[src/rtl/shift_arb_pkg.sv]
// Shared definitions for the two-requester shift arbiter.
// Holds the FSM state encoding, the requester-id and data widths, and a
// small helper that names the "other" requester for the round-robin pointer.
package shift_arb_pkg;

  localparam int DATA_W = 32;
  localparam int ID_W   = 1;

  typedef enum logic [1:0] {
    IDLE  = 2'd0,
    SHIFT = 2'd1,
    RESP  = 2'd2
  } state_t;

  // With two requesters the non-granted one is simply the complement.
  function automatic logic [ID_W-1:0] other_id(input logic [ID_W-1:0] id);
    return ~id;
  endfunction

endpackage

[src/rtl/shift_arbiter_shift32.sv]
// SHIFT32: 32-bit logical barrel shifter, zero fill, no rotate.
// Ports:
//   Y   - shifted result
//   D   - operand
//   S   - unsigned shift amount; any value >= 32 yields zero
//   LnR - direction, 1 = left, 0 = logical right
module SHIFT32
  import shift_arb_pkg::*;
(
  output logic [DATA_W-1:0] Y,
  input  logic [DATA_W-1:0] D,
  input  logic [DATA_W-1:0] S,
  input  logic              LnR
);

  logic [4:0] amt;
  logic       too_big;

  // Only the low five bits select a real shift; anything above shifts every
  // bit out, so the result is forced to zero instead of wrapping the amount.
  assign amt     = S[4:0];
  assign too_big = |S[DATA_W-1:5];

  always_comb begin
    Y = '0;
    if (!too_big) begin
      Y = LnR ? (D << amt) : (D >> amt);
    end
  end

endmodule

[src/rtl/shift_arbiter.sv]
// shift_arbiter: time-shares one SHIFT32 between two requesters.
// An operation is accepted in IDLE, shifted in SHIFT, and presented in RESP
// until the consumer takes it.
// Ports:
//   CLK, RST                       - clock, synchronous active-high reset
//   reqN_valid / reqN_ready        - request handshake for requester N
//   reqN_d / reqN_s / reqN_lnr     - operand, shift amount, direction (1 = left)
//   rsp_valid / rsp_ready          - response handshake
//   rsp_id / rsp_data              - owning requester and shifted result
// Parameter RR_EN: 1 = round-robin between requesters, 0 = requester 0 first.
module shift_arbiter
  import shift_arb_pkg::*;
#(
  parameter bit RR_EN = 1'b1
) (
  input  logic              CLK,
  input  logic              RST,
  input  logic              req0_valid,
  output logic              req0_ready,
  input  logic [DATA_W-1:0] req0_d,
  input  logic [DATA_W-1:0] req0_s,
  input  logic              req0_lnr,
  input  logic              req1_valid,
  output logic              req1_ready,
  input  logic [DATA_W-1:0] req1_d,
  input  logic [DATA_W-1:0] req1_s,
  input  logic              req1_lnr,
  output logic              rsp_valid,
  output logic [ID_W-1:0]   rsp_id,
  output logic [DATA_W-1:0] rsp_data,
  input  logic              rsp_ready
);

  state_t            state_q;
  logic [ID_W-1:0]   ptr_q;
  logic [DATA_W-1:0] d_q, s_q;
  logic              lnr_q;
  logic [ID_W-1:0]   id_q;
  logic              rsp_valid_q;
  logic [ID_W-1:0]   rsp_id_q;
  logic [DATA_W-1:0] rsp_data_q;

  logic              in_idle, pick1, grant0, grant1, grant_any;
  logic [DATA_W-1:0] d_d, s_d, shift_y;
  logic              lnr_d;
  logic [ID_W-1:0]   id_d;

  // Readies are combinational so a requester is accepted in the same cycle
  // it raises valid. pick1 only breaks ties when both are valid; in fixed
  // priority mode the pointer is ignored and requester 0 always wins a tie.
  assign in_idle   = (state_q == IDLE) && !RST;
  assign pick1     = RR_EN ? ptr_q[0] : 1'b0;
  assign grant0    = in_idle && req0_valid && (!req1_valid || !pick1);
  assign grant1    = in_idle && req1_valid && (!req0_valid ||  pick1);
  assign grant_any = grant0 || grant1;

  assign req0_ready = grant0;
  assign req1_ready = grant1;

  assign d_d   = grant1 ? req1_d   : req0_d;
  assign s_d   = grant1 ? req1_s   : req0_s;
  assign lnr_d = grant1 ? req1_lnr : req0_lnr;
  assign id_d  = grant1 ? 1'b1     : 1'b0;

  SHIFT32 u_shift32 (
    .Y   (shift_y),
    .D   (d_q),
    .S   (s_q),
    .LnR (lnr_q)
  );

  // Latched operands carry no reset: they are only observed after a grant
  // has loaded them.
  always_ff @(posedge CLK) begin
    if (state_q == IDLE && grant_any) begin
      d_q   <= d_d;
      s_q   <= s_d;
      lnr_q <= lnr_d;
      id_q  <= id_d;
    end
  end

  always_ff @(posedge CLK) begin
    if (RST) begin
      state_q     <= IDLE;
      ptr_q       <= '0;
      rsp_valid_q <= 1'b0;
      rsp_id_q    <= '0;
      rsp_data_q  <= '0;
    end else begin
      case (state_q)
        IDLE: begin
          if (grant_any) begin
            if (RR_EN) ptr_q <= other_id(id_d);
            state_q <= SHIFT;
          end
        end
        SHIFT: begin
          rsp_data_q  <= shift_y;
          rsp_id_q    <= id_q;
          rsp_valid_q <= 1'b1;
          state_q     <= RESP;
        end
        RESP: begin
          // Readies are low here, so retiring never overlaps a new accept.
          if (rsp_ready) begin
            rsp_valid_q <= 1'b0;
            state_q     <= IDLE;
          end
        end
        default: begin
          rsp_valid_q <= 1'b0;
          state_q     <= IDLE;
        end
      endcase
    end
  end

  assign rsp_valid = rsp_valid_q;
  assign rsp_id    = rsp_id_q;
  assign rsp_data  = rsp_data_q;

endmodule

[config.mk]
export PLATFORM = sky130hd
export DESIGN_NAME = shift_arbiter
export DESIGN_NICKNAME = d
export VERILOG_FILES = /design/src/rtl/shift_arb_pkg.sv /design/src/rtl/shift_arbiter_shift32.sv /design/src/rtl/shift_arbiter.sv
export SDC_FILE = /design/constraint.sdc
export NUM_CORES = 1
export LEC_CHECK = 0
export BUFFER_PORTS_ARGS = -buffer_cell sky130_fd_sc_hd__buf_4
export CAP_MARGIN = 40
export CORE_ASPECT_RATIO = 1.5
export CORE_MARGIN = 5
export CORE_UTILIZATION = 45
export CTS_BUF_LIST = sky130_fd_sc_hd__clkbuf_4 sky130_fd_sc_hd__clkbuf_8
export CTS_CLUSTER_SIZE = 25
export DETAILED_ROUTE_END_ITERATION = 7
export MAX_ROUTING_LAYER = met4
export PLACE_DENSITY = 0.65
export SYNTH_ARGS = -nofsm -noshare
export SYNTH_HDL_FRONTEND = slang
export SYNTH_SLANG_ARGS = --single-unit
[constraint.sdc]
create_clock -name CLK -period 4.1 [get_ports CLK]
set_input_delay 0.205 -clock CLK [delete_from_list [all_inputs] [get_ports CLK]]
set_output_delay 0.205 -clock CLK [all_outputs]
set_load 0.02 [all_outputs]
Yosys cells after proc, flatten, opt, wreduce, memory -nomap -nowiden
Cells that the tools add are included.
{"block": "word_totals", "register_bits": 103, "out_inout_bits": 36}
{"block": "op_classes", "reduce_logical": 18, "n_shift": 2, "bitwise_logic": 2, "muxes": 11, "eq_ne": 4}
{"cell": "$mux 32", "count": 4}
{"cell": "$shl 32x5->32", "count": 1}
{"cell": "$shr 32x5->32", "count": 1}
{"cell": "$reduce_or 27->1", "count": 1}
{"cell": "$logic_and 1x1->1", "count": 6}
{"cell": "$pmux 2 s3", "count": 1}
{"cell": "$reduce_and 2->1", "count": 3}
{"cell": "$logic_not 1->1", "count": 4}
{"cell": "$mux 2", "count": 2}
{"cell": "$ne 2x2->1 const B", "count": 2}
{"cell": "$logic_or 1x1->1", "count": 3}
{"cell": "$mux 1", "count": 3}
{"cell": "$pmux 1 s3", "count": 1}
{"cell": "$eq 2x1->1 const B", "count": 1}
{"cell": "$eq 2x2->1 const B", "count": 1}
{"cell": "$logic_not 2->1", "count": 1}
{"cell": "$not 1->1", "count": 2}

Logic depth before layout (Yosys ltp)
{"block": "logic_depth", "word_depth": 7, "mapped_depth": 10, "depth_no_buf": 5}

Cells and area by module
Synthesis repeated with hierarchy kept, for this count alone.
{"block": "unflattened", "cells_unflattened": 822, "area_unflattened_um2": 7828.8}
{"mod": "shift_arbiter", "n_inst": 1, "seq_area_each_um2": 2722.6, "area_per_inst_um2": 4149.0, "cells_per_inst": 304}
{"mod": "SHIFT32", "n_inst": 1, "seq_area_each_um2": 0.0, "area_per_inst_um2": 3679.8, "cells_per_inst": 518}

Least setup slack after synthesis
No wires, ideal clock.
{"block": "synth_path", "kind": "flip-flop to flip-flop", "startpoint": "register state_q[1]", "endpoint": "register d_q[0] (enable)", "setup_ps": 435, "arrival_ps": 2529, "synth_period_minus_slack_ps": 2964, "slack_ps": 1136, "required_ps": 3665, "stages_incl_launch_ff": 4, "path_cell_list": "dfxtp_1 -> nor3_1 -> and3_1 -> nand2b_1"}
{"block": "synth_via", "elab_chain_len": 6}
{"element": "start: declaration", "line": "shift_arbiter.sv:34", "text": "state_t state_q;"}
{"element": "start signal: assignment", "line": "shift_arbiter.sv:85", "text": "state_q <= IDLE;"}
{"element": "start signal: assignment", "line": "shift_arbiter.sv:95", "text": "state_q <= SHIFT;"}
{"element": "start signal: assignment", "line": "shift_arbiter.sv:102", "text": "state_q <= RESP;"}
{"element": "$logic_not 2->1", "line": "shift_arbiter.sv:51", "text": "assign in_idle = (state_q == IDLE) && !RST;"}
{"element": "$logic_and 1x1->1", "line": "shift_arbiter.sv:51"}
{"element": "$logic_and 1x1->1 (2 in series)", "line": "shift_arbiter.sv:53", "text": "assign grant0 = in_idle && req0_valid && (!req1_valid || !pick1);"}
{"element": "named net req0_ready", "line": "shift_arbiter.sv:19", "text": "output logic req0_ready,"}
{"element": "$logic_or 1x1->1", "line": "shift_arbiter.sv:55", "text": "assign grant_any = grant0 || grant1;"}
{"element": "$logic_and 1x1->1", "line": "shift_arbiter.sv:75", "text": "if (state_q == IDLE && grant_any) begin"}
{"element": "end signal: assignment", "line": "shift_arbiter.sv:76", "text": "d_q <= d_d;"}
{"element": "end: declaration", "line": "shift_arbiter.sv:36", "text": "logic [DATA_W-1:0] d_q, s_q;"}
The timed path passes the listed nets, and every way through them passes these cells.
A chain may end at the register's enable or synchronous reset.

Final worst setup path
{"block": "layout_path", "startpoint": "register s_q[1]", "endpoint": "register rsp_data_q[8], in the netlist rsp_data[8]"}
{"block": "layout_via", "elab_chain_len": 3}
{"element": "start: declaration", "line": "shift_arbiter.sv:36"}
{"element": "start signal: assignment", "line": "shift_arbiter.sv:77", "text": "s_q <= s_d;"}
{"element": "$shr 32x5->32 / $shl 32x5->32 (equally long branches)", "line": "shift_arbiter_shift32.sv:27", "text": "Y = LnR ? (D << amt) : (D >> amt);"}
{"element": "$mux 32 (*)", "line": "shift_arbiter_shift32.sv:27"}
{"element": "$mux 32 (*)", "line": "shift_arbiter_shift32.sv:26", "text": "if (!too_big) begin"}
{"element": "end signal: assignment", "line": "shift_arbiter.sv:99", "text": "rsp_data_q <= shift_y;"}
{"element": "end: declaration", "line": "shift_arbiter.sv:41", "text": "logic [DATA_W-1:0] rsp_data_q;"}
Every way passes the cells marked *; elsewhere a longest branch is shown, timed or not.

==> out/metrics.sh <==
OUTCOME='finished clean'
SYNTHCELLS=963
NET_COUNT_AFTER_SYNTHESIS=1098
FINAL_ANTENNA_NET_COUNT=0
FINISH.CELL_COUNT_WITHOUT_FILLERS=1343
FINALWEIGHTEDCONGESTION=1.09
WORST_R2R_ENDPOINT='rsp_data[8]'
CTS_MAX_PATH_BUFFERS=2
POST_ROUTE_STANDARD_CELL_AREA_EXCLUDING_FILLERS_UM2=10600
FLOORPLAN.CORE_AREA_UM2=19700
LAYOUT_COMMONEST_CELL='nand2_1'
GRT_START_MAX_NET_PINS=67
SLEW-LIMIT-HEADROOM_PCT=37.7
CRITICAL_PATH_REQUIRED_PS=4380
AREA_GROWTH_PCT=18.0
CLOCK_NETWORK_LATENCY_TO_THE_LATER_PIN_OF_THE_WORST_SKEW_PAIR_PS=410
BUFFER_PORTS.INSERTED=170
VIAS=8966
ANTENNA_VIOLATIONS_BEFORE_REPAIR=0
BOUNDARYPINS=171
SETUP-TNS-FINAL_PS=0
RRSETUPSLACK_PS=940
POSTCTSSETUPBUFFERS=0
GRT-OVFL-TOTAL=0
YS_WARN_COUNT=0
DIE_HEIGHT_UM=183
PATH_MAX_FANOUT=57
CLK_TREE_ROOT_CELL='clkbuf_8'
PLACEMENT_ROWS=63
DP_WORST_SETUP_SLACK_PS=1160
HTREE_LEVELS=3
WORST_EP_ARRIVAL_TIME_PS=3440
SLOWEST_DELAY_PS=780
FIRST_PASS_GRT_WIRE_LENGTH_UM=56300
AVGVIACOUNTPERCELL=6.68
CTS.SINKS=103
WORST-SLEW-PIN-TRANSITION_PS=935
POWER_DENSITY_OVER_THE_CELLS_nW_PER_UM2=313
FINALHOLDWORSTSLACK_PS=45.1
WORST_HOLD_STARTPOINT='req1_d[0]'
GRT_SETUP_UNREPAIRED='false'
SETUP_VIOL_COUNT_FINAL=0
YS_FF_LATCH=103
SLEW_VIOLATIONS=0
POSTCTSHOLDBUFS=0
SYNTH_AREA_PER_CELL_UM2=9.32
CRITICAL_PATH.ENDPOINT_TYPE='flip-flop'
START_UTIL_PCT=45.5
R2R_CELLS=6
CP_COMMON_CELL='mux2i_1'
CRITICAL_PATH_CLASS='reg -> reg'
POST-ROUTE-DRC-COUNT=0
MAXIMUM_CLOCK_FREQUENCY_MHz=316
LAYOUT_MIN_CYCLE_TIME_PS=3160
DIE_AREA_UM2=22900
PATH_CELLS='buf_12, mux2i_1, mux2i_1, a211oi_1, o32a_1, o21ai_0'
YOSYS_MOST_USED_DFF='edfxtp_1'
NUM-NETS-FINAL=1213
SYNTH_EDF_COUNT=66
MOST_FREQUENT_CELLS_IN_THE_LAYOUT='nand2_1 (261), buf_4 (203), edfxtp_1 (66)'
CRIT_PATH_START_KIND='flip-flop'
DETAIL_ROUTE.FIRST_PASS.ITERATIONS=7
WIRELENGTH_ROUTED_UM=38700
FIRST_ITER_VIOLATIONS=1504
POST_SYNTH_INSTANCE_AREA_UM2=8980
DRV_CAP=0
ANTENNA_CELLS=0
CTS_BUFFERS=9
FINALHOLDVIOLCOUNT=0
FINAL_LAYOUT_SIZE_SUFFIX_GT1_SHARE_PCT=28.6
MAX-VDD-IR-DROP_mV=0.203
DPL.CELL_COUNT=1327
DPL.HPWL_UM=28200
SYNTH-ASYNC-RESET-RATIO_PCT=0
MIN_PERIOD_OVER_PERIOD_PCT=77.1
YOSYSSEQAREASHARE_PCT=30.3
GRT_UTIL_ALL_LAYERS_PCT=33.7
TIMING.CRITICAL_PATH.SLOWEST_STAGE_CELL='mux2i_1'
HOLD_DEPTH=3
TIMING.FINAL.WS_SETUP_PS=940
DIE_W_UM=125
MIN-DELAY-PATH-CLASS='in -> reg'
CLOCK-SKEW-FINAL_PS=20.2
WHS_ENDPOINT='d_q[0]'
REG2REG_FROM='s_q[1]'
DPL_CELL_AREA_UM2=10400
CLOCK_PIN_SLEW_ON_THE_WORST_SETUP_AND_HOLD_PATHS_PS=120
CTS_TREE='done'
POSTCTSRESIZEDCELLS=0
ROUTE.DETAILED.WL_PER_INST_UM=28.8
POWER.LEAKAGE_nW=4.28
VIAS_IN_THE_FIRST_GLOBAL_ROUTE=8455
YS_TYPES=72
==> registers in the layout (all words and copies together), names as in the netlist <==
signal,cells
rsp_valid,1
rsp_id,1
d_q,32
pick1,1
state_q,2
id_q,1
lnr_q,1
s_q,32
rsp_data,32
==> power breakdown <==
| part | total [mW] | switching, mW | internal (mW) |
|---|---|---|---|
| Combinational | 1.22 | 0.694 | 0.531 |
| Sequential | 1.36 | 0.164 | 1.19 |
| Clock | 0.731 | 0.429 | 0.302 |
==> worst max-delay path: cells and delay by family (launching register included) <==
family,cells,cell delay (ps)
AOI/OAI and AO/OA,3,1040
buffers and inverters,1,350
DFF,1,640
muxes,2,950
==> cell type report <==
class / count / area (um2)
Clock inverter: 7 / 95.1
Inverter: 8 / 30.0
Sequential cell: 103 / 2720
Tap cell: 260 / 325
Timing Repair Buffer: 208 / 1620
Fill cell: 1837 / 9110
Clock buffer: 9 / 124
Multi-Input combinational cell: 748 / 5680
==> cell families after synthesis <==
group / count (synthesis) / share of synthesized area (%)
DFF: 103 / 30.3
and+or+nand+nor: 413 / 20.0
buffers and inverters: 112 / 6.50
AOI/OAI and AO/OA: 184 / 14.8
muxes: 151 / 28.4
==> worst max-delay path by stage <==
stage / from / to / slack (ps) / depth (start not counted)
detailed placement: s_q[2] / rsp_data[8] / 1160 / 6
CTS: s_q[2] / rsp_data[8] / 1160 / 6
floorplan: state_q[1] / d_q[0] / 1140 / 3
finish: s_q[1] / rsp_data[8] / 940 / 6
global placement: s_q[2] / rsp_data[8] / 1120 / 6
global route: s_q[1] / rsp_data[8] / 850 / 6
==> synth_stat cells, types with 5 or more instances <==
master | instances | area, um2
nand2_1 | 261 | 980
edfxtp_1 | 66 | 1980
mux2i_1 | 61 | 611
mux4_2 | 55 | 1240
clkbuf_1 | 49 | 184
nor2_1 | 49 | 184
dfxtp_1 | 37 | 741
a21oi_1 | 30 | 150
o21ai_0 | 28 | 140
nand3_1 | 27 | 135
buf_2 | 23 | 115
mux4_1 | 20 | 526
a32oi_1 | 16 | 140
nand2b_1 | 16 | 100
mux2_2 | 14 | 158
nor3_1 | 14 | 70.1
a211oi_1 | 11 | 82.6
buf_6 | 11 | 124
nor2b_1 | 11 | 68.8
buf_1 | 10 | 37.5
buf_4 | 9 | 67.6
a31oi_1 | 8 | 50.1
nor4_1 | 8 | 50.1
o211ai_1 | 8 | 60.1
o22ai_1 | 8 | 50.1
a221oi_1 | 6 | 52.6
a22oi_1 | 6 | 45.0
inv_1 | 6 | 22.5
nand4_1 | 6 | 37.5
o311ai_0 | 6 | 52.6
and3_1 | 5 | 31.3
==> metal layers <==
metal	track usage, %	up-vias	routed length (um)
li1	-	3872	-
met1	41.8	4265	14400
met2	51.5	642	17800
met3	5.54	187	3490
met4	20.8	0	3040
met5	-	-	0
==> metrics by stage <==
stage          power, mW  util, %
2_1_floorplan       2.09        -
3_3_place_gp        2.56     52.5
3_5_place_dp        2.55     52.6
4_1_cts             3.28     53.8
5_1_grt             3.43     53.8
6_report            3.31     53.8
(Power assumes the default switching activity.)
